`src/rtl/bp_pkg.sv`:
```
// Shared types and helpers for the bimodal branch predictor.
// 2-bit saturating counter encoding, its reset value and next-state rule.
package bp_pkg;

  typedef enum logic [1:0] {
    SNT = 2'b00,
    WNT = 2'b01,
    WT  = 2'b10,
    ST  = 2'b11
  } bp_ctr_t;

  localparam bp_ctr_t     BP_CTR_RESET = WNT;
  localparam logic [31:0] BP_CNT_MAX   = 32'hFFFF_FFFF;

  // Saturating step toward the observed outcome
  function automatic bp_ctr_t bp_ctr_next(input bp_ctr_t ctr, input logic taken);
    bp_ctr_t nxt;
    nxt = BP_CTR_RESET;
    case (ctr)
      SNT:     nxt = taken ? WNT : SNT;
      WNT:     nxt = taken ? WT  : SNT;
      WT:      nxt = taken ? ST  : WNT;
      ST:      nxt = taken ? ST  : WT;
      default: nxt = BP_CTR_RESET;
    endcase
    return nxt;
  endfunction

endpackage

```
`src/rtl/bp_counter_table.sv`:
```
// Counter array with one write port and one read port. The write port carries the
// pending outcome; the read port sees that outcome's next-state before it is written.
module bp_counter_table
  import bp_pkg::*;
#(
  parameter int unsigned IDX_W = 6
) (
  input  logic             clk,
  input  logic             rst_n,
  input  logic             wr_en,
  input  logic [IDX_W-1:0] wr_idx,
  input  logic             wr_taken,
  input  logic [IDX_W-1:0] rd_idx,
  output bp_ctr_t          rd_ctr_c
);

  localparam int unsigned DEPTH = 2 ** IDX_W;

  bp_ctr_t mem [DEPTH];
  bp_ctr_t wr_next_c;

  // Next-state is formed at write time so back-to-back updates to one index chain
  always_comb begin
    wr_next_c = bp_ctr_next(mem[wr_idx], wr_taken);
  end

  always_ff @(posedge clk or negedge rst_n) begin
    if (!rst_n) begin
      for (int unsigned i = 0; i < DEPTH; i++) begin
        mem[IDX_W'(i)] <= BP_CTR_RESET;
      end
    end else if (wr_en) begin
      mem[wr_idx] <= wr_next_c;
    end
  end

  always_comb begin
    rd_ctr_c = mem[rd_idx];
    if (wr_en && (rd_idx == wr_idx)) begin
      rd_ctr_c = wr_next_c;
    end
  end

endmodule

```
`src/rtl/branch_predictor.sv`:
```
// Bimodal branch predictor: zero-latency lookup for ID, two-edge update from EX.
// Define BP_GSHARE_EN to XOR a global history register into both indices.
module branch_predictor
  import bp_pkg::*;
#(
  parameter int unsigned IDX_W = 6,
  parameter int unsigned PC_W  = 32
) (
  input  logic            clk,
  input  logic            rst_n,
  input  logic            lk_valid,
  input  logic [PC_W-1:0] lk_pc,
  output logic            predict,
  input  logic            upd_valid,
  input  logic [PC_W-1:0] upd_pc,
  input  logic            upd_taken,
  input  logic            upd_predicted,
  output logic            mispredict,
  output logic [31:0]     br_count,
  output logic [31:0]     miss_count
);

  logic [IDX_W-1:0] lk_idx_c;
  logic [IDX_W-1:0] upd_idx_c;
  logic             miss_c;
  logic             pend_valid;
  logic [IDX_W-1:0] pend_idx;
  logic             pend_taken;
  bp_ctr_t          rd_ctr_c;
  logic             unused_pc_bits;

  assign unused_pc_bits = ^{lk_pc[PC_W-1:IDX_W+2], lk_pc[1:0],
                            upd_pc[PC_W-1:IDX_W+2], upd_pc[1:0]};

`ifdef BP_GSHARE_EN
  logic [IDX_W-1:0] ghr;

  // Update index uses the history as it stood before this cycle's shift
  always_ff @(posedge clk or negedge rst_n) begin
    if (!rst_n) begin
      ghr <= '0;
    end else if (upd_valid) begin
      ghr <= {ghr[IDX_W-2:0], upd_taken};
    end
  end

  assign lk_idx_c  = lk_pc[IDX_W+1:2] ^ ghr;
  assign upd_idx_c = upd_pc[IDX_W+1:2] ^ ghr;
`else
  assign lk_idx_c  = lk_pc[IDX_W+1:2];
  assign upd_idx_c = upd_pc[IDX_W+1:2];
`endif

  // U1: hold the resolved outcome for one cycle; the table applies it at U2
  always_ff @(posedge clk or negedge rst_n) begin
    if (!rst_n) begin
      pend_valid <= 1'b0;
      pend_idx   <= '0;
      pend_taken <= 1'b0;
    end else begin
      pend_valid <= upd_valid;
      if (upd_valid) begin
        pend_idx   <= upd_idx_c;
        pend_taken <= upd_taken;
      end
    end
  end

  bp_counter_table #(
    .IDX_W (IDX_W)
  ) u_table (
    .clk      (clk),
    .rst_n    (rst_n),
    .wr_en    (pend_valid),
    .wr_idx   (pend_idx),
    .wr_taken (pend_taken),
    .rd_idx   (lk_idx_c),
    .rd_ctr_c (rd_ctr_c)
  );

  assign predict = lk_valid ? rd_ctr_c[1] : 1'b0;
  assign miss_c  = upd_valid && (upd_taken != upd_predicted);

  // Statistics saturate instead of wrapping
  always_ff @(posedge clk or negedge rst_n) begin
    if (!rst_n) begin
      mispredict <= 1'b0;
      br_count   <= '0;
      miss_count <= '0;
    end else begin
      mispredict <= miss_c;
      if (upd_valid && (br_count != BP_CNT_MAX)) begin
        br_count <= br_count + 32'd1;
      end
      if (miss_c && (miss_count != BP_CNT_MAX)) begin
        miss_count <= miss_count + 32'd1;
      end
    end
  end

endmodule

```
`config.mk`:
```
export PLATFORM = sky130hd
export DESIGN_NAME = branch_predictor
export DESIGN_NICKNAME = d
export VERILOG_FILES = /design/src/rtl/bp_pkg.sv /design/src/rtl/bp_counter_table.sv /design/src/rtl/branch_predictor.sv
export SDC_FILE = /design/constraint.sdc
export NUM_CORES = 1
export LEC_CHECK = 0
export ABC_AREA = 0
export BUFFER_PORTS_ARGS = -buffer_cell sky130_fd_sc_hd__clkbuf_2
export CORE_UTILIZATION = 53
export CTS_CLUSTER_SIZE = 12
export DETAILED_ROUTE_END_ITERATION = 8
export PLACE_DENSITY = 0.77
export SLEW_MARGIN = 20
export SYNTH_ARGS = -nofsm -noshare
export SYNTH_HDL_FRONTEND = slang
export SYNTH_SLANG_ARGS = --single-unit
export TNS_END_PERCENT = 5
```
`constraint.sdc`:
```
create_clock -name clk -period 3.1 [get_ports clk]
set_input_delay 0.62 -clock clk [delete_from_list [all_inputs] [get_ports clk]]
set_output_delay 0.62 -clock clk [all_outputs]
set_load 0.03 [all_outputs]
```
; After elaboration in Yosys (flattened, before gate mapping)
; Index checks and enable logic that the tools add are counted.
[word_totals]
ff_bits = 201
inputBits = 70
out_inout_bits = 66
elab_cells = 106
[op_classes]
add_sub_neg = 2
n_lt_le_gt_ge = 3
n_eq_ne = 7
muxes = 16
bitwise = 2
reduce_logical = 6
[op_table]
columns = op, count
row1 = bitwise mux 128 bit, 1
row2 = adder 32 x 1 -> 32 bit (second input constant), 2
row3 = inequality test 32 bit (second input constant), 2
row4 = binary-select mux 2 bit (select 6 bit), 2
row5 = 2-to-1 mux 2 bit, 8
row6 = >= comparator 7 bit (second input constant), 2
row7 = NOT 6 -> 7 bit, 2
row8 = demux 2 bit (select 6 bit), 1
row9 = case mux 2 bit (4 select lines), 1
row10 = less-than comparator 7 x 1 -> 1 bit (second input constant), 1
row11 = equality test 6 bit, 1
row12 = logical AND 1 bit, 5
row13 = equality test 2 bit (second input constant), 2
row14 = 2-to-1 mux 1 bit, 3
row15 = equality test 2 x 1 -> 1 bit (second input constant), 1
row16 = zero test 2 bit, 1
row17 = inequality test 1 bit, 1

; Logic depth before layout (Yosys ltp)
; Gate-level depths: netlist of run 1.
[logic_depth]
ltp_word = 8
mapped_depth = 11
depth_no_buf = 7

; Modules after synthesis
; A second synthesis of run 1 with hierarchy kept.
[unflattened]
cells_unflattened = 1041
area_unflattened_um2 = 11024.3
[by_module_without_submodules]
columns = mod, instances, cells_per_inst, area_per_inst_um2
row1 = bp_counter_table, 1, 730, 7557.2
row2 = branch_predictor, 1, 311, 3467.1

; Least setup slack after synthesis of run 1
; Ideal clock, no wire load.
[synth_path]
path_kind = input -> output
startpoint = input lk_pc[3]
endpoint = output predict
arrival_ps = 2794
required_ps = 2480
setup_slack_ps = -314
path_stages = 9
n_path_buf = 2
cell_sequence = clkbuf_1 > clkbuf_1 > mux4_2 > mux4_2 > nor2b_1 > a211oi_1 > a21oi_1 > o21ai_0 > a31oi_1
[synth_between]
elab_chain_cells = 6
elab_cells_between_ends = 8
cone_classes = 1 x eq/ne / 5 x mux / 1 x bitwise / 1 x reduce/logical
[synth_rtl]
columns = item, line
row1 = start: declaration, branch_predictor.sv:12  ; input logic [PC_W-1:0] lk_pc,
row2 = NOT 6 -> 7 bit (implied by the code), bp_counter_table.sv:38  ; rd_ctr_c = mem[rd_idx];
row3 = binary-select mux 2 bit (select 6 bit), bp_counter_table.sv:38
row4 = 2-to-1 mux 2 bit (implied by the code) (2 in series), bp_counter_table.sv:38
row5 = 2-to-1 mux 2 bit *, bp_counter_table.sv:39  ; if (wr_en && (rd_idx == wr_idx)) begin
row6 = 2-to-1 mux 1 bit *, branch_predictor.sv:81  ; assign predict = lk_valid ? rd_ctr_c[1] : 1'b0;
row7 = end: declaration, branch_predictor.sv:13  ; output logic predict,
; Mark *: on every way between the ends. The rest lies on a longest branch, timed or not. The select of a mux whose other input is x is not followed.

; Worst setup path after layout of run 1
[layout_path]
startpoint = register pend_idx[1]
endpoint = output predict
[layout_between]
elab_chain_cells = 8
elab_cells_between_ends = 13
cone_classes = 4 x eq/ne / 6 x mux / 1 x bitwise / 2 x reduce/logical
[layout_rtl]
columns = item, line
row1 = start: declaration, branch_predictor.sv:27  ; logic [IDX_W-1:0] pend_idx;
row2 = start signal: assignment, branch_predictor.sv:63  ; pend_idx <= upd_idx_c;
row3 = NOT 6 -> 7 bit (implied by the code), bp_counter_table.sv:24  ; wr_next_c = bp_ctr_next(mem[wr_idx], wr_taken);
row4 = binary-select mux 2 bit (select 6 bit), bp_counter_table.sv:24
row5 = 2-to-1 mux 2 bit (implied by the code) (2 in series), bp_counter_table.sv:24
row6 = equality test 2 bit (tied with other cells), bp_pkg.sv:19  ; case (ctr)
row7 = case mux 2 bit (4 select lines), bp_pkg.sv:19
row8 = 2-to-1 mux 2 bit *, bp_counter_table.sv:39
row9 = 2-to-1 mux 1 bit *, branch_predictor.sv:81
; Marks and branches as above.

==> impl_results.md, run 1 <==
- Status: complete, but fails checks
- Failing checks: negative setup slack
- Antenna Cells: 0
- Via density: 6.16
- Slew HR: 42.7%
- Final GP Congestion: 0.884
- Final Total Pwr: 9.31 mW
- Final worst path period need: 3.61 ns
- Worst Hold Class: in -> async
- Core outline area: 19500 sq um
- First-pass GRT wire length: 45500 um
- Critical path endpoint category: output port
- Unique masters post-synth: 64
- Share of cells above drive strength 1: 27.0%
- Pre-CTS setup slack: -0.270 ns
- EDFF count, synth: 0
- Max stage delay on crit path: 0.44 ns
- Seq/Total Area, Yosys: 48.2%
- Area growth syn-to-layout: 18.2%
- Die width: 143 um
- Post-synth top area cell: dfrtp_1
- Final Max Tran Viols: 0
- RSZ-0062 raised after global routing: true
- Row count: 51
- Final Util: 64.2%
- Count leader, synth: nand2_1
- Main synth FF type: dfrtp_1
- Fmax: 277 MHz
- Clk_skew: 0.00972 ns
- Maximum root-to-sink buffer count: 3
- Mean post-synth cell area: 9.91 sq um
- Largest net degree at the start of global routing: 81
- Clock Root Buffer: clkbuf_16
- Port buffer count: 83
- Ys async rst share: 100%
- Endpoints failing setup: 45
- Design Area, Final: 12500 sq um
- Fin. Hold Viols: 0
- Post-route ant nets: 0
- Initial antenna violation count: 0
- Post-Syn Instances: 1070
- Crit path cell chain: buf_12 > nor2_1 > buf_4 > a211oi_1 > a221oi_2 > nand4_2 > o31ai_4 > a31oi_4 > clkbuf_8
- Total number of vias: 9002
- Number of nets in the layout: 1253
- Ranking of synthesized cells by area: dfrtp_1 32%, dfstp_2 16%, mux4_2 6.4%
- Warnings, synthesis: 0
- Total GRT Usage: 28.3%
- Hold_buf cts: 0
- Total grt overflow: 0
- TNS Setup: -1.31 ns
- Total CTS buffers: 23
- Min Hold Slack: 0.167 ns
- Critical path's top delay family: compound AO/OA/AOI/OAI gates
- Number of synthesized register bits: 201
- Buf+Inv Stages, Crit Path: 3
- Die Ht: 143 um
- Startpoint Class: flop
- H-tree levels: 1
- Hpwl dp: 18600 um
- Worst setup margin: -0.507 ns
- CP max stage cell: dfrtp_2
- DP Cell Count: 1416
- Syn nets: 1142
- DRT Pass-1 Iters: 6
- Clock latency at the later pin of the worst-skew pair: 0.51 ns
- # IOs: 136
- Transition time at the pin with the least slew margin: 0.856 ns
- Worst VDD drop: 557 uV
- Synth top cells by count: 172 x nand2_1, 156 x nor2_1, 137 x dfrtp_1
- Cell Area, Synth: 10600 sq um
- Sink Count: 201
- Leak: 5.21 nW
- Final wirelength: 28000 um
- Critical Path AT: 2.99 ns
- Clk slew on worst S/H paths: 0.06 ns
- CTS tree: built
- Setup CP Type: reg -> out
- DR WL/cell: 19.1 um
- Worst Path Max Fanout: 15
- Vias in the first global route: 8822
- Synth top area share: 32.3%
- Max Cap Violations: 0
- Worst Path Required: 2.48 ns
- Die area: 20600 sq um
- Detailed-route DRC error count: 0
- Pwr dens: 743 nW/um^2
- Non-filler cells, final: 1462
- Initial core utilization: 54.3%
- Dpl cell area: 11600 sq um
- Final Cycle Share: 116%
- DR iter-0 viols: 906
-- kinds of logic (layout without fill, tap and decap cells) --
logic type	count (synthesis)	after routing	synth area share [%]
flip-flops	201	201	48.2
XOR/XNOR	69	69	5.70
buffers and inverters	77	204	3.63
AO/OA/AOI/OAI	198	198	13.3
adder cells (fa/ha/maj)	2	2	0.236
multiplexers	61	61	9.48
AND/OR/NAND/NOR	462	462	19.5
-- final timing paths --
check,startpoint,endpoint,slack (ns),cells after the start
max,pend_idx[1]$_DFFE_PN0P_,predict,-0.51,9
min,rst_n,pend_idx[3]$_DFFE_PN0P_,0.17,1
max reg2reg,pend_idx[1]$_DFFE_PN0P_,u_table.mem[103]$_DFFE_PN0P_,-0.07,9
min reg2reg,u_table.mem[2]$_DFFE_PN1P_,u_table.mem[2]$_DFFE_PN1P_,0.47,2
max in group asynchronous,rst_n,u_table.mem[38]$_DFFE_PN1P_,2.12,2
min in group clk,upd_pc[4],pend_idx[2]$_DFFE_PN0P_,0.33,3
-- area by class of cell --
class                      count  area [sq um]
multi-input combinational    792          5190
tap                          265           332
sequential                   201          5110
clock inverter                 7           143
timing repair buffer         156          1070
clock buffer                  34           657
fill                        1566          6990
inverter                       7          26.3
-- flip-flops by register name, summed over array words and instances (netlist names) --
name	count
pend_taken	1
pend_valid	1
br_count	32
pend_idx	6
miss_count	32
u_table.mem	128
mispredict	1
-- cells in the final DEF (no fill, tap or decap), types with 4 or more instances in the layout --
cell type	synthesis	routed
a221oi_1	7	4
a22oi_1	8	8
o21ai_0	13	12
buf_4	1	65
o41ai_1	4	4
nand4_1	15	15
a221oi_2	1	4
dfstp_2	64	64
and3_1	12	12
a31oi_1	64	63
nor3_1	16	16
nand3_1	34	33
nor4_1	6	6
nand2_1	172	172
a211oi_1	5	5
a21oi_1	11	11
nand2b_1	4	4
dfrtp_1	137	134
buf_12	0	7
nor2b_1	10	9
xnor2_1	46	46
clkbuf_1	24	7
and4_1	5	5
mux2i_1	15	15
nor2_1	156	156
clkbuf_2	0	81
mux2_2	16	16
mux4_2	30	30
o31ai_1	60	60
clkbuf_8	0	6
bufinv_16	0	4
clkbuf_16	0	23
xor2_1	23	23
and2_1	6	6
nand3b_1	13	13
inv_1	7	7
-- routing by layer --
metal,vias to the layer above,wire (um),global-route usage (%)
li1,4092,-,-
met4,0,952,10.8
met5,-,0,0
met2,422,13200,46.0
met1,4407,11400,37.5
met3,81,2420,5.53
-- power breakdown --
| part | switching (mW) | internal [mW] |
|---|---|---|
| clock | 1.08 | 1.80 |
| sequential | 0.551 | 3.44 |
| combinational | 1.37 | 1.07 |
| total | 3.01 | 6.31 |
-- repair_timing --
item / 4_1_cts / 5_1_grt
pin swaps: 8 / 0
buffers inserted: 5 / 0
setup endpoints to repair: 65 / 118
resized for setup: 13 / 1
Note: power is estimated with default switching activity, not from simulation.
==> run 2: changes to the inputs <==
SETUP_SLACK_MARGIN = 0.3   (was default)
==> impl_results.md, run 2 (same netlist as run 1, synthesis figures left out) <==
- Worst setup margin: -0.441 ns (was -0.507 ns)
- CP max stage cell: mux4_2 (was dfrtp_2)
- Final GP Congestion: 0.872 (was 0.884)
- Min Hold Slack: 0.117 ns (was 0.167 ns)
- Largest Register: u_table.mem (unchanged)
- Worst VDD drop: 572 uV (was 557 uV)
- Area growth syn-to-layout: 19.4% (was 18.2%)
- Final Total Pwr: 9.42 mW (was 9.31 mW)
- Via density: 6.11 (was 6.16)
- Sink Count: 201 (unchanged)
- Buf+Inv Stages, Crit Path: 2 (was 3)
- Dpl cell area: 11800 sq um (was 11600 sq um)
- TNS Setup: -0.456 ns (was -1.31 ns)
- CTS tree: built (unchanged)
- Pwr dens: 744 nW/um^2 (was 743 nW/um^2)
- Total number of vias: 8955 (was 9002)
- Total GRT Usage: 28.9% (was 28.3%)
- Clock Root Buffer: clkbuf_16 (unchanged)
- Die area: 20600 sq um (unchanged)
- DRT Pass-1 Iters: 5 (was 6)
- H-tree levels: 1 (unchanged)
- Number of nets in the layout: 1255 (was 1253)
- Worst Path Max Fanout: 17 (was 15)
- Sw frac: 32.4% (was 32.3%)
- Fmax: 282 MHz (was 277 MHz)
- Status: complete, but fails checks (unchanged)
- Worst Path Required: 2.48 ns (about the same)
- Final worst path period need: 3.54 ns (was 3.61 ns)
- Final Util: 64.9% (was 64.2%)
- # IOs: 136 (unchanged)
- Setup crit start: pend_idx[1]$_DFFE_PN0P_ (unchanged)
- Design Area, Final: 12700 sq um (was 12500 sq um)
- Port buffer count: 83 (unchanged)
- Hold_buf cts: 0 (unchanged)
- Clock latency at the later pin of the worst-skew pair: 0.52 ns (was 0.51 ns)
- Post-route ant nets: 0 (unchanged)
- Max Cap Violations: 0 (unchanged)
- Non-filler cells, final: 1465 (was 1462)
- Largest net degree at the start of global routing: 74 (was 81)
- Clk slew on worst S/H paths: 0.06 ns (about the same)
- Clk_skew: 0.0137 ns (was 0.00972 ns)
- Commonest non-fill, non-tap cell in the layout: nand2_1 (unchanged)
- Worst Hold Class: in -> async (unchanged)
- Detailed-route DRC error count: 0 (unchanged)
- Largest regs: u_table.mem (128), br_count (32), miss_count (32) (unchanged)
- Final Max Tran Viols: 0 (unchanged)
- Die width: 143 um (unchanged)
- Transition time at the pin with the least slew margin: 0.933 ns (was 0.856 ns)
- Final wirelength: 28300 um (was 28000 um)
- DR WL/cell: 19.3 um (was 19.1 um)
- Critical path endpoint category: output port (unchanged)
- Hpwl dp: 18900 um (was 18600 um)
- Fin. Hold Viols: 0 (unchanged)
- Sequential Power Share: 42.2% (was 42.8%)
- Slew HR: 37.6% (was 42.7%)
- Max stage delay on crit path: 0.51 ns (was 0.44 ns)
- Most frequent cells in the layout: 172 x nand2_1, 155 x nor2_1, 135 x dfrtp_1 (was 172 x nand2_1, 156 x nor2_1, 134 x dfrtp_1)
- Share of cells above drive strength 1: 27.7% (was 27.0%)
- Total grt overflow: 0 (unchanged)
- Failing checks: negative setup slack (unchanged)
- Final Cycle Share: 114% (was 116%)
- Initial antenna violation count: 0 (unchanged)
- Startpoint Class: flop (unchanged)
- DP Cell Count: 1421 (was 1416)
- RR Startpoint: pend_idx[1]$_DFFE_PN0P_ (unchanged)
- Die Ht: 143 um (unchanged)
- Psw: 3.05 mW (was 3.01 mW)
- Core outline area: 19500 sq um (unchanged)
- Fill cells: 1527 (was 1566)
- Max reg flops: 128 (unchanged)
- Combinational share of power: 26.8% (was 26.2%)
- Endpoints failing setup: 2 (was 45)
- RSZ-0062 raised after global routing: true (unchanged)
- P_int: 6.37 mW (was 6.31 mW)
- Clock share of power: 31.0% (about the same)
- Antenna Cells: 0 (unchanged)
- First-pass GRT wire length: 46200 um (was 45500 um)
- Critical Path AT: 2.92 ns (was 2.99 ns)
- Critical path's top delay family: compound AO/OA/AOI/OAI gates (unchanged)
- DR iter-0 viols: 839 (was 906)
- Leak: 5.26 nW (was 5.21 nW)
- Row count: 51 (unchanged)
- Pre-CTS setup slack: -0.300 ns (was -0.270 ns)
- Vias in the first global route: 8781 (was 8822)
- Maximum root-to-sink buffer count: 3 (unchanged)
- Total CTS buffers: 23 (unchanged)
- Setup CP Type: reg -> out (unchanged)
- Initial core utilization: 54.3% (unchanged)
- Crit path cell chain: buf_12 > mux4_2 > mux2i_1 > nor2_1 > a221oi_2 > nand4_2 > o31ai_4 > a31oi_4 > buf_8 (was buf_12 > nor2_1 > buf_4 > a211oi_1 > a221oi_2 > nand4_2 > o31ai_4 > a31oi_4 > clkbuf_8)
run 2: layout make-up:
cell class	instances	area (sq um)	share of cell area, %
multi-input combinational	792	5220	41.2
clock buffer	34	657	5.19
inverter	7	26.3	0.207
sequential	201	5110	40.4
clock inverter	8	155	1.22
tap	265	332	2.62
timing repair buffer	158	1170	9.22
run 2: power groups by stage:
stage | combinational, mW | sequential (mW) | clock (mW)
after floorplan | 1.66 | 3.95 | 0
after global placement | 2.38 | 3.94 | 0
after detailed placement | 2.46 | 3.97 | 0
after CTS | 2.49 | 3.95 | 2.96
after global routing | 2.75 | 4.05 | 3.05
final | 2.53 | 3.98 | 2.92
run 2: path summary, 6_finish.rpt:
path                                                    end  slack, ns  cells past startpoint
min in group clk                    pend_idx[2]$_DFFE_PN0P_       0.32                      3
worst max register to register  u_table.mem[53]$_DFFE_PN0P_      -0.01                      9
max in group asynchronous       u_table.mem[96]$_DFFE_PN1P_       2.20                      2
worst min register to register  u_table.mem[50]$_DFFE_PN1P_       0.47                      2
worst min-delay path                pend_idx[2]$_DFFE_PN0P_       0.12                      1
worst max-delay path                                predict      -0.44                      9
run 2: worst reg2reg max path, cell delays in order, from the launching register on:
cell and delay, ns:
dfrtp_2 0.39, buf_12 0.17, mux4_2 0.52, mux2i_1 0.14, nor2_1 0.08, a221oi_2 0.26
nand4_2 0.22, o31ai_4 0.34, buf_4 0.61, a41oi_1 0.23
run 2: metal layers:
layer | GRT usage [%] | part of all wire, % | vias up
met2 | 45.9 | 47 | 392
met3 | 5.43 | 7.9 | 65
met4 | 9.29 | 2.5 | 0
met5 | 0 | 0 | -
li1 | - | - | 4092
met1 | 40.0 | 43 | 4406
run 2: repair_timing:
item	CTS	global route
buffers inserted	1	1
endpoints found under the setup margin	115	126
pin swaps	6	1
resized for setup	15	6
endpoints found under the hold margin	0	0
==> run 3: changes to the inputs <==
--- a/config.mk
+++ b/config.mk
@@ -14,3 +14,2 @@
 export SETUP_SLACK_MARGIN = 0.3
-export SLEW_MARGIN = 20
 export SYNTH_ARGS = -nofsm -noshare
==> constraint.sdc (replaced) <==
create_clock -name clk -period 3.1 [get_ports clk]
set_input_delay 0.155 -clock clk [delete_from_list [all_inputs] [get_ports clk]]
set_output_delay 0.155 -clock clk [all_outputs]
set_load 0.03 [all_outputs]
==> impl_results.md, run 3 (same netlist as run 1, synthesis figures left out) <==
- Number of nets in the layout: 1253 (was 1255)
- Reg-to-reg endpoint: u_table.mem[109]$_DFFE_PN0P_ (was u_table.mem[53]$_DFFE_PN0P_)
- Largest regs: u_table.mem (128), br_count (32), miss_count (32) (unchanged)
- Endpoints failing setup: 1 (was 2)
- Total grt overflow: 0 (unchanged)
- Clk slew on worst S/H paths: 0.06 ns (about the same)
- Clk_skew: 0.0108 ns (was 0.0137 ns)
- Sink Count: 201 (unchanged)
- Worst VDD drop: 635 uV (was 572 uV)
- Critical Path AT: 3.10 ns (was 2.92 ns)
- RR Startpoint: pend_idx[1]$_DFFE_PN0P_ (unchanged)
- Area growth syn-to-layout: 19.4% (about the same)
- Final Cycle Share: 105% (was 114%)
- Pwr dens: 734 nW/um^2 (was 744 nW/um^2)
- Startpoint Class: flop (unchanged)
- Total CTS buffers: 23 (unchanged)
- Final GP Congestion: 0.887 (was 0.872)
- Fin. Hold Viols: 0 (unchanged)
- CTS tree: built (unchanged)
- # IOs: 136 (unchanged)
- Post-route ant nets: 0 (unchanged)
- Antenna Cells: 0 (unchanged)
- Largest net degree at the start of global routing: 73 (was 74)
- Worst Path Max Fanout: 25 (was 17)
- Buf+Inv Stages, Crit Path: 2 (unchanged)
- Worst R2R Setup Slack: 0.19 ns (was -0.01 ns)
- Final worst path period need: 3.26 ns (was 3.54 ns)
- Initial core utilization: 54.3% (unchanged)
- Initial antenna violation count: 0 (unchanged)
- Crit path cell chain: buf_12 > mux4_2 > mux2i_2 > o22a_1 > nand3_1 > o31ai_4 > a31oi_2 > clkbuf_8 (was buf_12 > mux4_2 > mux2i_1 > nor2_1 > a221oi_2 > nand4_2 > o31ai_4 > a31oi_4 > buf_8)
- Leak: 5.22 nW (was 5.26 nW)
- Worst setup margin: -0.159 ns (was -0.441 ns)
- CP max stage cell: mux4_2 (unchanged)
- Worst Path Required: 2.94 ns (was 2.48 ns)
- Final Max Tran Viols: 0 (unchanged)
- Max Cap Violations: 0 (unchanged)
- R2R cell count: 9 (unchanged)
- Hpwl dp: 18200 um (was 18900 um)
- Slew HR: 42.9% (was 37.6%)
- Final Util: 64.8% (was 64.9%)
- Pre-CTS setup slack: 0.0911 ns (was -0.300 ns)
- Die area: 20600 sq um (unchanged)
- Detailed-route DRC error count: 0 (unchanged)
- Clock Root Buffer: clkbuf_16 (unchanged)
- Setup CP Type: reg -> out (unchanged)
- DR WL/cell: 19.4 um (was 19.3 um)
- Die width: 143 um (unchanged)
- DR iter-0 viols: 1010 (was 839)
- Most frequent cells in the layout: 172 x nand2_1, 154 x nor2_1, 133 x dfrtp_1 (was 172 x nand2_1, 155 x nor2_1, 135 x dfrtp_1)
- H-tree levels: 1 (unchanged)
- Transition time at the pin with the least slew margin: 0.853 ns (was 0.933 ns)
- Max reg flops: 128 (unchanged)
- Largest Register: u_table.mem (unchanged)
- Final wirelength: 28400 um (was 28300 um)
- Commonest non-fill, non-tap cell in the layout: nand2_1 (unchanged)
- Critical path endpoint category: output port (unchanged)
- Min Hold Slack: 0.217 ns (was 0.117 ns)
- Via density: 6.07 (was 6.11)
- Worst Hold Class: in -> async (unchanged)
- Core outline area: 19500 sq um (unchanged)
- Total number of vias: 8886 (was 8955)
- RSZ-0062 raised after global routing: true (unchanged)
- Clock latency at the later pin of the worst-skew pair: 0.52 ns (about the same)
- Die Ht: 143 um (unchanged)
- Critical path's top delay family: multiplexers (was compound AO/OA/AOI/OAI gates)
- DRT Pass-1 Iters: 7 (was 5)
- Failing checks: negative setup slack (unchanged)
- Total GRT Usage: 28.3% (was 28.9%)
- Row count: 51 (unchanged)
- TNS Setup: -0.159 ns (was -0.456 ns)
- Max stage delay on crit path: 0.55 ns (was 0.51 ns)
- Status: complete, but fails checks (unchanged)
- Vias in the first global route: 8565 (was 8781)
- First-pass GRT wire length: 45600 um (was 46200 um)
- Share of cells above drive strength 1: 27.1% (was 27.7%)
- Port buffer count: 83 (unchanged)
- Fill cells: 1554 (was 1527)
- Maximum root-to-sink buffer count: 3 (unchanged)
- Fmax: 307 MHz (was 282 MHz)
-- run 3: changes by cell type in the layout (fill, tap and decap cells not counted), sizes merged --
cell         previous run  this run
clkinvlp                0         1
clkbuf                116       123
dlygate4sd3             0        10
bufinv                  4         1
clkinv                  3         0
buf                    76        62
-- run 3: area by class of cell --
| type | count | area [sq um] | area share [%] |
|---|---|---|---|
| sequential | 201 | 5110 | 40.4 |
| multi-input combinational | 792 | 5240 | 41.4 |
| inverter | 7 | 26.3 | 0.208 |
| tap | 265 | 332 | 2.62 |
| clock buffer | 39 | 717 | 5.66 |
| timing repair buffer | 156 | 1170 | 9.28 |
| clock inverter | 3 | 57.6 | 0.455 |
-- run 3: what timing repair did --
action	4_1_cts	5_1_grt
resized for setup	9	21
setup endpoints to repair	127	129
endpoints found under the hold margin	61	0
pin swaps	7	12
cloned	0	1
hold buffers	10	0
buffers inserted	7	4
-- run 3: stage by stage --
step | total power, mW | cells | area, sq um
after floorplan | 5.59 | 1070 | 10600
after global placement | 6.26 | 1399 | 11500
after detailed placement | 6.37 | 1399 | 11500
after CTS | 9.19 | 1458 | 12500
after global routing | 9.72 | 1463 | 12700
final | 9.30 | 1463 | 12700
-- run 3: how the worst max path moves through the flow --
stage	slack (ns)	end	depth (start not counted)	from
floorplan	0.36	predict	11	pend_idx[1]$_DFFE_PN0P_
global route	-0.19	predict	10	pend_idx[1]$_DFFE_PN0P_
global placement	0.18	u_table.mem[52]$_DFFE_PN1P_	10	pend_idx[1]$_DFFE_PN0P_
detailed placement	0.09	u_table.mem[16]$_DFFE_PN1P_	10	pend_idx[1]$_DFFE_PN0P_
CTS	-0.14	predict	9	pend_idx[1]$_DFFE_PN0P_
finish	-0.16	predict	8	pend_idx[1]$_DFFE_PN0P_
-- run 3: report_power, final --
group          switching, mW  total (mW)  internal (mW)
Combinational           1.42        2.57           1.15
Sequential             0.541        3.98           3.44
Clock                   1.09        2.75           1.66
-- run 3: routing by layer --
layer | wire length, um | part of all wire (%) | vias to the layer above | global-route usage [%]
met5 | 0 | 0 | - | 0
met4 | 642 | 2.3 | 0 | 8.79
met3 | 2500 | 8.8 | 57 | 5.23
met2 | 13500 | 47 | 423 | 45.2
met1 | 11800 | 42 | 4332 | 39.2
li1 | - | - | 4074 | -
